[src/rtl/ds18b20_sched.sv]
// DS18B20 sample scheduler: paces driver resets, validates and converts readings,
// applies a hysteretic high-temperature alarm and tracks acquisition faults.
module ds18b20_sched #(
    parameter int unsigned CLK_HZ      = 12000000,
    parameter int unsigned SAMPLE_MS   = 1000,
    parameter int unsigned TIMEOUT_MS  = 1500,
    parameter int unsigned HYST_X10    = 20,
    parameter int unsigned FAULT_LIMIT = 3
) (
    input  logic        clk_in,
    input  logic        rst_n_in,
    input  logic        enable,
    input  logic        sample_now,
    input  logic [11:0] hi_thresh,
    input  logic [15:0] sensor_data,
    input  logic        sensor_data_en,
    output logic        sensor_rst_n,
    output logic [15:0] temp_raw,
    output logic [11:0] temp_x10,
    output logic        temp_valid,
    output logic        sample_err,
    output logic        alarm_hi,
    output logic        fault,
    output logic        busy,
    output logic [7:0]  err_cnt
);
    localparam int unsigned TICK_CYC = CLK_HZ / 1000;
    localparam int unsigned PW       = (TICK_CYC > 1) ? $clog2(TICK_CYC) : 1;
    localparam int unsigned SW       = $clog2(SAMPLE_MS + 1);
    localparam int unsigned TW       = $clog2(TIMEOUT_MS + 1);
    localparam int unsigned GAP      = 16;
    localparam int unsigned GW       = 5;
    localparam int unsigned CW       = 8;

    typedef enum logic [1:0] {
        ST_OFF  = 2'd0,
        ST_WAIT = 2'd1,
        ST_ACQ  = 2'd2,
        ST_CAPT = 2'd3
    } state_t;

    state_t          state_q, state_d;
    logic [PW-1:0]   presc_q, presc_d;
    logic [SW-1:0]   period_q, period_d;
    logic [TW-1:0]   tmo_q, tmo_d;
    logic [GW-1:0]   rst_low_q, rst_low_d;
    logic [CW-1:0]   consec_q, consec_d;
    logic [7:0]      err_cnt_q, err_cnt_d;
    logic [15:0]     temp_raw_q, temp_raw_d;
    logic [11:0]     temp_x10_q, temp_x10_d;
    logic            pending_q, pending_d;
    logic            data_en_q, data_en_d;
    logic            sensor_rst_n_q, sensor_rst_n_d;
    logic            busy_q, busy_d;
    logic            temp_valid_q, temp_valid_d;
    logic            sample_err_q, sample_err_d;
    logic            alarm_q, alarm_d;
    logic            fault_q, fault_d;

    logic            tick;
    logic            period_wrap;
    logic            take_ok;
    logic            take_err;
    logic            raw_ok;
    logic            alarm_new;
    logic [11:0]     x10_new;
    logic [CW-1:0]   consec_inc;
    logic signed [19:0] raw_sx;
    logic signed [13:0] x10_s, thr_s, thr_lo_s;

    // 1 ms prescaler and start-to-start period counter, both frozen at zero while disabled
    always_comb begin
        tick        = 1'b0;
        period_wrap = 1'b0;
        presc_d     = '0;
        period_d    = '0;
        if (enable) begin
            tick     = (presc_q == PW'(TICK_CYC - 1));
            presc_d  = tick ? '0 : presc_q + PW'(1);
            period_d = period_q;
            if (tick) begin
                if (period_q == SW'(SAMPLE_MS - 1)) begin
                    period_d    = '0;
                    period_wrap = 1'b1;
                end else begin
                    period_d = period_q + SW'(1);
                end
            end
        end
    end

    // Raw code check, floor-scaled conversion to 0.1 C and alarm hysteresis decision
    always_comb begin
        raw_sx    = {{4{sensor_data[15]}}, sensor_data};
        x10_new   = 12'((raw_sx * 20'sd10) >>> 4);
        raw_ok    = (sensor_data != 16'hFFFF) &&
                    ((sensor_data[15:11] == 5'h00) || (sensor_data[15:11] == 5'h1F));
        x10_s     = {{2{x10_new[11]}}, x10_new};
        thr_s     = {{2{hi_thresh[11]}}, hi_thresh};
        thr_lo_s  = thr_s - 14'(HYST_X10);
        alarm_new = alarm_q;
        if (x10_s >= thr_s) begin
            alarm_new = 1'b1;
        end else if (x10_s < thr_lo_s) begin
            alarm_new = 1'b0;
        end
    end

    // Scheduler FSM with sample acceptance and error bookkeeping
    always_comb begin
        state_d      = state_q;
        pending_d    = pending_q;
        tmo_d        = tmo_q;
        data_en_d    = sensor_data_en;
        temp_raw_d   = temp_raw_q;
        temp_x10_d   = temp_x10_q;
        alarm_d      = alarm_q;
        fault_d      = fault_q;
        consec_d     = consec_q;
        err_cnt_d    = err_cnt_q;
        temp_valid_d = 1'b0;
        sample_err_d = 1'b0;
        take_ok      = 1'b0;
        take_err     = 1'b0;
        consec_inc   = (consec_q == '1) ? consec_q : consec_q + CW'(1);
        rst_low_d    = sensor_rst_n_q ? '0 :
                       ((rst_low_q >= GW'(GAP)) ? rst_low_q : rst_low_q + GW'(1));

        if (period_wrap || sample_now) begin
            pending_d = 1'b1;
        end

        if (!enable) begin
            state_d   = ST_OFF;
            pending_d = 1'b0;
            tmo_d     = '0;
        end else begin
            case (state_q)
                ST_OFF: begin
                    state_d   = ST_WAIT;
                    pending_d = 1'b1;
                end
                ST_WAIT: begin
                    if (pending_q && (rst_low_q >= GW'(GAP))) begin
                        state_d   = ST_ACQ;
                        pending_d = period_wrap || sample_now;
                        tmo_d     = '0;
                    end
                end
                ST_ACQ: begin
                    if (tick) begin
                        tmo_d = tmo_q + TW'(1);
                    end
                    // a data edge takes precedence over a timeout in the same cycle
                    if (sensor_data_en && !data_en_q) begin
                        state_d  = ST_CAPT;
                        take_ok  = raw_ok;
                        take_err = !raw_ok;
                    end else if (tick && (tmo_q == TW'(TIMEOUT_MS - 1))) begin
                        state_d  = ST_WAIT;
                        take_err = 1'b1;
                    end
                end
                ST_CAPT: begin
                    state_d = ST_WAIT;
                end
                default: begin
                    state_d = ST_OFF;
                end
            endcase
        end

        if (take_ok) begin
            temp_raw_d   = sensor_data;
            temp_x10_d   = x10_new;
            alarm_d      = alarm_new;
            temp_valid_d = 1'b1;
            consec_d     = '0;
            fault_d      = 1'b0;
        end
        if (take_err) begin
            sample_err_d = 1'b1;
            err_cnt_d    = (err_cnt_q == 8'hFF) ? err_cnt_q : err_cnt_q + 8'd1;
            consec_d     = consec_inc;
            if (consec_inc >= CW'(FAULT_LIMIT)) begin
                fault_d = 1'b1;
            end
        end

        sensor_rst_n_d = (state_d == ST_ACQ);
        busy_d         = (state_d == ST_ACQ);
    end

    always_ff @(posedge clk_in or negedge rst_n_in) begin
        if (!rst_n_in) begin
            state_q        <= ST_OFF;
            presc_q        <= '0;
            period_q       <= '0;
            tmo_q          <= '0;
            rst_low_q      <= '0;
            consec_q       <= '0;
            err_cnt_q      <= '0;
            temp_raw_q     <= '0;
            temp_x10_q     <= '0;
            pending_q      <= 1'b0;
            data_en_q      <= 1'b0;
            sensor_rst_n_q <= 1'b0;
            busy_q         <= 1'b0;
            temp_valid_q   <= 1'b0;
            sample_err_q   <= 1'b0;
            alarm_q        <= 1'b0;
            fault_q        <= 1'b0;
        end else begin
            state_q        <= state_d;
            presc_q        <= presc_d;
            period_q       <= period_d;
            tmo_q          <= tmo_d;
            rst_low_q      <= rst_low_d;
            consec_q       <= consec_d;
            err_cnt_q      <= err_cnt_d;
            temp_raw_q     <= temp_raw_d;
            temp_x10_q     <= temp_x10_d;
            pending_q      <= pending_d;
            data_en_q      <= data_en_d;
            sensor_rst_n_q <= sensor_rst_n_d;
            busy_q         <= busy_d;
            temp_valid_q   <= temp_valid_d;
            sample_err_q   <= sample_err_d;
            alarm_q        <= alarm_d;
            fault_q        <= fault_d;
        end
    end

    assign sensor_rst_n = sensor_rst_n_q;
    assign busy         = busy_q;
    assign temp_raw     = temp_raw_q;
    assign temp_x10     = temp_x10_q;
    assign temp_valid   = temp_valid_q;
    assign sample_err   = sample_err_q;
    assign alarm_hi     = alarm_q;
    assign fault        = fault_q;
    assign err_cnt      = err_cnt_q;

endmodule

[config.mk]
export PLATFORM = sky130hd
export DESIGN_NAME = ds18b20_sched
export DESIGN_NICKNAME = d
export VERILOG_FILES = /design/src/rtl/ds18b20_sched.sv
export SDC_FILE = /design/constraint.sdc
export NUM_CORES = 1
export LEC_CHECK = 0
export CORE_MARGIN = 3
export CORE_UTILIZATION = 56
export CTS_CLUSTER_DIAMETER = 30
export DETAILED_ROUTE_END_ITERATION = 8
export GPL_TIMING_DRIVEN = 0
export PLACE_DENSITY = 0.81
export SLEW_MARGIN = 10
export SYNTH_ARGS = -nofsm -noshare
export SYNTH_HDL_FRONTEND = slang
export SYNTH_SLANG_ARGS = --single-unit
[constraint.sdc]
create_clock -name clk_in -period 3.4 [get_ports clk_in]
set_input_delay 0.68 -clock clk_in [delete_from_list [all_inputs] [get_ports clk_in]]
set_output_delay 0.68 -clock clk_in [all_outputs]
set_load 0.005 [all_outputs]
# Word level (Yosys, flattened, before mapping)
# Index checks and enable logic that the tools add are counted.
# W data, S select, Z words.
[word_totals]
ff_bits = 93
wordCells = 102
output_inout_bits = 42
in_bits = 33
[classes]
eq_ne = 16
mul = 1
mux = 41
n_reduce_logical = 16
n_addsub = 7
magnitude_cmp = 4
bitwise_logic = 1
[ops]
columns = ["op", "n"]
rows = [
  ["$mux W11", 3],
  ["$mux W10", 3],
  ["$mux W14", 2],
  ["$mux W8", 3],
  ["$pmux W11 S2", 1],
  ["$mux W1", 21],
  ["$add A8 B1 Y8 const B", 2],
  ["$eq A8 B8 Y1 const B", 2],
  ["$mul A16 B4 Y15 const B", 1],
  ["$ne A16 B16 Y1 const B", 1],
  ["$add A14 B1 Y14 const B", 1],
  ["$eq A14 B14 Y1 const B", 1],
  ["$lt A12 B13 Y1", 1],
  ["$sub A12 B6 Y13 const B", 1],
  ["$ge A12 B12 Y1", 1],
  ["$add A11 B1 Y11 const B", 1],
  ["$eq A11 B11 Y1 const B", 1],
  ["$add A10 B1 Y10 const B", 1],
  ["$eq A10 B10 Y1 const B", 1],
  ["$mux W5", 2],
  ["$ge A8 B2 Y1 const B", 1],
  ["$mux W2", 4],
  ["$eq A2 B2 Y1 const B", 3],
  ["$ne A3 B3 Y1 const B", 2],
  ["other kinds (19)", 26],
]

# Longest topological paths before layout
# Gate-level depths: netlist (run 1).
[depth]
depth_word = 9
ltp_mapped = 16
ltp_nobuf = 16

# Least setup slack after synthesis (run 1)
# OpenSTA, ideal clock, no wires.
[synth_path]
path_type = "in2reg"
startpoint = "in sensor_data[1]"
endpoint = "reg alarm_q, in the netlist alarm_hi"
cell_stages = 15
setup_time_ps = 136
path_slack_ps = -384
arrival_time_ps = 3648
t_required_ps = 3264
n_path_buf = 0
cell_sequence = "ha_1 -> ha_1 -> fa_1 -> a21o_1 -> a21oi_1 -> o211ai_1 -> nand2_1 -> xnor2_1 -> ha_1 -> and4_1 -> and2_1 -> o311ai_0 -> a22oi_1 -> a221oi_1 -> o211ai_1"
[synth_between]
elab_cells_between_ends = 11
classes_between = "1 x mul; 2 x order compare; 1 x eq/ne; 4 x mux; 3 x reduce/logical"
[synth_lines]
columns = ["item", "line_no", "rtl"]
rows = [
  ["from (decl)", "15", "input logic [15:0] sensor_data,"],
  ["$mul A16 B4 Y15 (*)", "95", "x10_new = 12'((raw_sx * 20'sd10) >>> 4);"],
  ["named net x10_new[8]", "66", "logic [11:0] x10_new;"],
  ["$lt A12 B13 Y1 or $ge A12 B12 Y1 (tied branches)", "104, 102", ""],
  ["$reduce_bool A2 Y1 (no line)", "-", ""],
  ["$reduce_and A2 Y1 (no line)", "-", ""],
  ["to (signal assigned)", "229", "alarm_q <= alarm_d;"],
  ["to (decl)", "57", "logic alarm_q, alarm_d;"],
]
# Mark *: on every way through the listed nets, which the timed path passes. The rest lies on a longest branch.
# A chain may end at the register's enable or synchronous reset.

# Worst setup path in the final report (run 1)
[layout_path]
startpoint = "in sensor_data[4]"
endpoint = "reg alarm_q, in the netlist alarm_hi"
# The elaborated chain is that of the path after synthesis.

==> results of run 1 <==
[synthesized netlist by cell type, drive strengths merged, types with 2 or more instances]
cell type  count
a21o           6
a31o           2
nor2b          6
o311ai         2
a211oi         2
nand4         18
o22a           3
o211ai         3
nand4b         2
nor3b          5
and2           4
a221oi         2
and3          15
o21ai         39
and4           2
dfrtp         93
inv           24
or2b           2
clkbuf        11
mux2i          2
a22o           2
o21a           2
a21oi         25
nand3         25
nor3          11
nand3b         2
a21boi         2
or4            3
nor4           3
xor2          19
a31oi          4
o221ai         2
xnor2         30
mux2          20
nor2          57
nand2         73
o31ai          3
ha            54
a211o          2
buf            5
nand2b         4
[state kept, by name (all words and copies together), names as in the netlist]
signal	count
alarm_hi	1
busy	1
consec_q	8
data_en_q	1
err_cnt	8
fault	1
pending_q	1
period_q	10
presc_q	14
rst_low_q	5
sample_err	1
state_q	2
temp_raw	16
temp_valid	1
temp_x10	12
tmo_q	11
[placed cells by master (no fill, tap or decap), types with 6 or more instances in the layout]
| cell type | instances |
|---|---|
| a21o_1 | 6 |
| a21oi_1 | 21 |
| and3_1 | 14 |
| buf_4 | 15 |
| clkbuf_1 | 9 |
| clkbuf_8 | 9 |
| clkdlybuf4s50_1 | 60 |
| dfrtp_1 | 93 |
| ha_1 | 39 |
| ha_4 | 13 |
| inv_1 | 24 |
| mux2_2 | 20 |
| nand2_1 | 72 |
| nand3_1 | 24 |
| nand4_1 | 17 |
| nor2_1 | 54 |
| nor2b_1 | 6 |
| nor3_1 | 9 |
| o21ai_0 | 32 |
| xnor2_1 | 24 |
| xnor2_2 | 6 |
| xor2_1 | 19 |
[metal layers]
layer  wire length [microns]  up-vias  track usage [%]
li1                        -     2327                -
met1                    6320     2341            33.36
met2                    6799      141            40.94
met3                     786       23            4.619
met4                     242        0            9.017
met5                       0        -                0
[worst max-delay path: stages]
cell and delay [ns]:
clkdlybuf4s15_2 0.23, ha_4 0.25, fa_2 0.39, a21o_1 0.17
a21oi_2 0.20, buf_4 0.15, o21ai_1 0.07, nor2_2 0.15
xnor2_2 0.15, ha_1 0.27, and4_1 0.17, and2_1 0.16
o311ai_2 0.27, a22oi_1 0.12, a221oi_2 0.21, o211ai_1 0.11
[worst paths after layout]
path	startpoint	slack, ns	cells after the start	to
max	sensor_data[4]	-0.11	16	alarm_hi$_DFFE_PN0P_
min	rst_n_in	0.33	1	temp_x10[9]$_DFFE_PN0P_
max reg2reg	presc_q[0]$_DFF_PN0_	0.75	8	err_cnt[1]$_DFFE_PN0P_
min reg2reg	temp_raw[15]$_DFFE_PN0P_	0.48	2	temp_raw[15]$_DFFE_PN0P_
max in group asynchronous	rst_n_in	2.42	2	consec_q[5]$_DFFE_PN0P_
min in group clk_in	temp_raw[15]$_DFFE_PN0P_	0.48	2	temp_raw[15]$_DFFE_PN0P_
[power by group]
part,leakage (nW),total (mW),internal [mW],switching (mW)
sequential,1.27,1.23,1.17,0.0584
clock,0.0955,0.700,0.271,0.428
combinational,1.94,0.948,0.454,0.494
total,3.31,2.88,1.90,0.981
[repair_timing]
item | CTS | global route
gates resized for setup | 62 | 11
pin swaps | 30 | 14
buffers inserted | 10 | 3
hold buffers | 0 | 0
endpoints found under the setup margin | 1 | 1
[final cells by class]
cell class / count / share of cell area, %
Multi-Input combinational cell: 470 / 49.44
Timing Repair Buffer: 87 / 11.47
Buffer: 14 / 1.104
Tap cell: 133 / 2.294
Clock inverter: 7 / 0.6725
Sequential cell: 93 / 32.07
Inverter: 24 / 1.242
Clock buffer: 9 / 1.707
[cell families after synthesis]
kind of cell / Yosys count / synth area share (%)
AO/OA/AOI/OAI: 107 / 11.60
multiplexers: 22 / 4.250
XOR/XNOR: 49 / 7.437
adder cells (fa/ha/maj): 55 / 12.06
buffers and inverters: 40 / 3.079
AND/OR/NAND/NOR: 237 / 21.25
flip-flops: 93 / 40.33
[through the flow]
step	hold slack [ns]	utilization (%)
3_5_place_dp	0.4659	68.02
3_3_place_gp	0.4511	67.84
5_1_grt	0.3778	73.22
4_1_cts	0.3561	72.27
6_report	0.3301	73.22
2_1_floorplan	0.3844	-
==> results_dict.tcl, run 1 <==
set metrics [dict create \
    min_path_type "in -> async" \
    area_growth_pct 25.74 \
    wl_per_cell_microns 16.90 \
    max_slew_margin_pct 49.48 \
    ios 75 \
    avgViaCountPerCell 5.773 \
    endpoint_kind "flip-flop" \
    place.gp.congestion 0.8835 \
    grt_pass1_wl_mm 23.29 \
    cts_root_buf "clkbuf_8" \
    nFillCells 736 \
    synthTopCellsByArea "dfrtp_1, ha_1, nand2_1" \
    layout-drive-gt1-share_pct 17.47 \
    synth_flop_cell "dfrtp_1" \
    maxCapViolCount 0 \
    pre_cts_ws_ns -1.047 \
    drt-initial-drc-count 250 \
    finalSetupViolCount 1 \
    p_leak_nw 3.309 \
    die_w_microns 107.5 \
    yosysTopAreaCell "dfrtp_1" \
    syn_area_per_cell_sq_um 9.570 \
    fin_skew_ns 0.009092 \
    place_inst 810 \
    synth_cells 603 \
    critPathMaxFanout 4 \
    syn-num-nets 691 \
    cts_tree "done" \
    core-area_sq_mm 0.009910 \
    synth-edff-count 0 \
    post-route-cell-area_sq_mm 0.007256 \
    track_usage_pct 25.03 \
    grt_pass1_vias 4895 \
    die-area_sq_mm 0.01156 \
    io_buffer_count 73 \
    clk_pin_slew_ns 0.09 \
    worst_ep_required_time_ns 3.66 \
    ant_nets 0 \
    detail_route.first_pass.iterations 5 \
    initial_core_util_pct 58.23 \
    cts_made_buffers 9 \
    yosys_warnings 0 \
    totalWireLength_mm 14.15 \
    grt_overflow_total 0 \
    seqCellArea_sq_mm 0.002327 \
    min_period_over_period_pct 103.1 \
    hold_viol_final 0 \
    violations "negative setup slack" \
    critPathArrivalTime_ns 3.77 \
    p_per_area_mw_per_mm2 396.9 \
    timing.final.ws_setup_ns -0.1061 \
    grt_max_degree 52 \
    syn-cell-area_sq_mm 0.005771 \
    clk_latency_ns 0.38 \
    antenna_found_initial 0 \
    row_count 36 \
    status "complete, but fails checks" \
    startpoint_type "primary input" \
    ys_seq_area_share_pct 40.33 \
    synth.distinct_cells 67 \
    finalPower_mw 2.880 \
    period_needed_ns 3.506 \
    placed_area_sq_mm 0.006740 \
    fp.dieH_microns 107.5 \
    yosysTopAreaCellShare_pct 40.33 \
    timing.fmax_ghz 0.2852 \
    dp_hpwl_mm 9.846 \
    async_reset_ff_share_pct 100.0 \
    antenna_cells 0 \
    num_vias 4832 \
    final_cells 837 \
    fin_nets 787 \
    clkSinkCount 93 \
    ir_worst_vdd_mv 0.2772 \
    rsz0062_at_grt "true" \
    drcViolationCount 0 \
    slew_viol_final 0 \
    worstMarginPinSlew_ns 0.7577 \
    h-tree-depth 3 \
    multiInputGateArea_sq_mm 0.003587 \
    criticalPathCategory "in -> reg" \
    clk_path_buf_depth 2 \
    synth-seq-cells 93 \
    finalSetupTns_ns -0.1061 \
]
(Power assumes the default switching activity.)
==> run 2, diff against run 1 <==
Settings changed: CTS_CLUSTER_DIAMETER 30 to unset.
==> results of run 2 <==
Final layout, timing and power as in run 1 (identical DEF).
==> run 3, diff against run 2 <==
Settings changed: PLACE_DENSITY 0.81 to 0.82.
==> run 3 against run 2 <==
Effect of this change:
- the run still ends with negative setup slack left
- first-iteration DRC count shrank 4.8%
- combinational power shrank 2.5%
- final cell count is the same
- register-to-register slack lost 0.06 ns
- count of clock-buffer cells in the layout grew 2
- sequential cell count is the same
- critical endpoint unchanged
- largest power group unchanged
- highest routed layer unchanged
==> results_dict.tcl, run 3 (synthesized netlist as in run 1, its figures left out) <==
set metrics [dict create \
    drcViolationCount 0 \
    layout_commonest_cell "dfrtp_1" \
    antenna_found_initial 0 \
    row_count 36 \
    highest_layer "met4" \
    io_buffer_count 73 \
    initial_core_util_pct 58.23 \
    criticalPathCategory "in -> reg" \
    endpoint_kind "flip-flop" \
    max_slew_margin_pct 50.73 \
    timing.fmax_ghz 0.2859 \
    fp.dieH_microns 107.5 \
    dp_hpwl_mm 9.829 \
    area_growth_pct 25.48 \
    clk_latency_ns 0.38 \
    place.gp.congestion 0.8916 \
    met1_length_mm 6.173 \
    clk_path_buf_depth 2 \
    p_leak_nw 3.302 \
    largest_register_ffs 16 \
    min_path_type "in -> async" \
    crit_slowest_cell "a211o_1" \
    pre_cts_ws_ns -1.051 \
    totalWireLength_mm 13.86 \
    finish.utilization_pct 73.07 \
    timing.final.ws_setup_ns -0.09832 \
    core-area_sq_mm 0.009910 \
    crit_top_cell "ha_4" \
    final_cell_mix "dfrtp_1, nand2_1, clkdlybuf4s50_1, nor2_1, ha_1" \
    drt-initial-drc-count 238 \
    wl_per_cell_microns 16.55 \
    slew_viol_final 0 \
    cts_made_buffers 9 \
    clkSinkCount 93 \
    fin_nets 787 \
    min_period_over_period_pct 102.9 \
    slowest_delay_ns 0.35 \
    crit_buf_inv 2 \
    hold_viol_final 0 \
    ant_nets 0 \
    status "complete, but fails checks" \
    rsz0062_at_grt "true" \
    grt_max_degree 66 \
    finalSetupViolCount 1 \
    clk_pin_slew_ns 0.10 \
    critPathMaxFanout 4 \
    track_usage_pct 25.57 \
    cts_tree "done" \
    wl_met3_microns 809 \
    cts_root_buf "clkbuf_8" \
    violations "negative setup slack" \
    layout-drive-gt1-share_pct 16.90 \
    ios 75 \
    p_per_area_mw_per_mm2 398.3 \
    crit_family "compound AO/OA/AOI/OAI gates" \
    maxCapViolCount 0 \
    period_needed_ns 3.498 \
    ir_worst_vdd_mv 0.2442 \
    reg2reg_from "presc_q[0]$_DFF_PN0_" \
    detail_route.first_pass.iterations 5 \
    worstSetupStartpoint "sensor_data[7]" \
    critPathArrivalTime_ns 3.75 \
    num_vias 4853 \
    h-tree-depth 3 \
    grt_overflow_total 0 \
    worstMarginPinSlew_ns 0.7391 \
    fin_skew_ns 0.01406 \
    met2_length_mm 6.579 \
    die-area_sq_mm 0.01156 \
    avgViaCountPerCell 5.798 \
    startpoint_type "primary input" \
    antenna_cells 0 \
    worst_ep_required_time_ns 3.65 \
    die_w_microns 107.5 \
    crit_chain "clkdlybuf4s15_2 -> ha_4 -> ha_4 -> nor3_2 -> nor2_2 -> and3_4 -> a221oi_4 -> buf_4 -> xnor2_2 -> ha_1 -> a211o_1 -> a211oi_2 -> a21oi_2 -> o221ai_1 -> o211ai_1" \
    grt_pass1_wl_mm 23.85 \
    grt_pass1_vias 5122 \
]
==> run 3: changes by cell type in the layout (fill, tap and decap cells not counted), sizes merged <==
| cell | delta |
|---|---|
| dlygate4sd2 | -2 |
| clkinv | -2 |
| clkbuf | +4 |
==> run 3: metal layers <==
metal	up-vias	GRT usage, %
li1	2340	-
met5	-	0
met1	2344	33.87
met3	29	6.239
met4	0	7.484
met2	140	41.79
==> run 3: worst paths after layout <==
check	to	cells past startpoint	slack, ns
hold reg to reg	temp_raw[13]$_DFFE_PN0P_	2	0.47
setup reg to reg	err_cnt[1]$_DFFE_PN0P_	8	0.69
max in group asynchronous	err_cnt[5]$_DFFE_PN0P_	2	2.56
min in group clk_in	temp_raw[13]$_DFFE_PN0P_	2	0.47
hold / removal	rst_low_q[0]$_DFFE_PN0P_	1	0.21
setup / recovery	alarm_hi$_DFFE_PN0P_	15	-0.1
==> run 3: metrics by stage <==
step	power, mW	hold WS, ns	setup TNS, ns	std cells	cell area (sq um)
global placement	1.983	0.4530	-161.26	809	6723
global route	3.067	0.2200	-0.2340	837	7241
finish	2.884	0.2073	-0.09832	837	7241
detailed placement	2.029	0.4547	-3.065	810	6748
floorplan	1.778	0.3844	-0.08103	603	5826
CTS	2.839	0.2219	0	835	7169
==> run 3: what timing repair did <==
item | in CTS | in global routing
pin swaps | 26 | 15
endpoints found under the setup margin | 1 | 1
gates resized for setup | 59 | 13
hold buffers | 0 | 0
setup buffers | 10 | 3
==> run 3: final cells by class <==
type / instances / area, sq um
fill: 706 / 2669
multi-input combinational: 470 / 3558
sequential: 93 / 2327
buffer: 14 / 80.08
clock inverter: 5 / 42.54
timing repair buffer: 87 / 834.6
inverter: 24 / 90.09
clock buffer: 11 / 141.4
tap: 133 / 166.4
==> run 3: power by group <==
group	leakage [nW]	total, mW	internal, mW	switching, mW
logic	1.93	0.924	0.443	0.481
clock network	0.0962	0.730	0.297	0.433
registers	1.27	1.23	1.17	0.0571
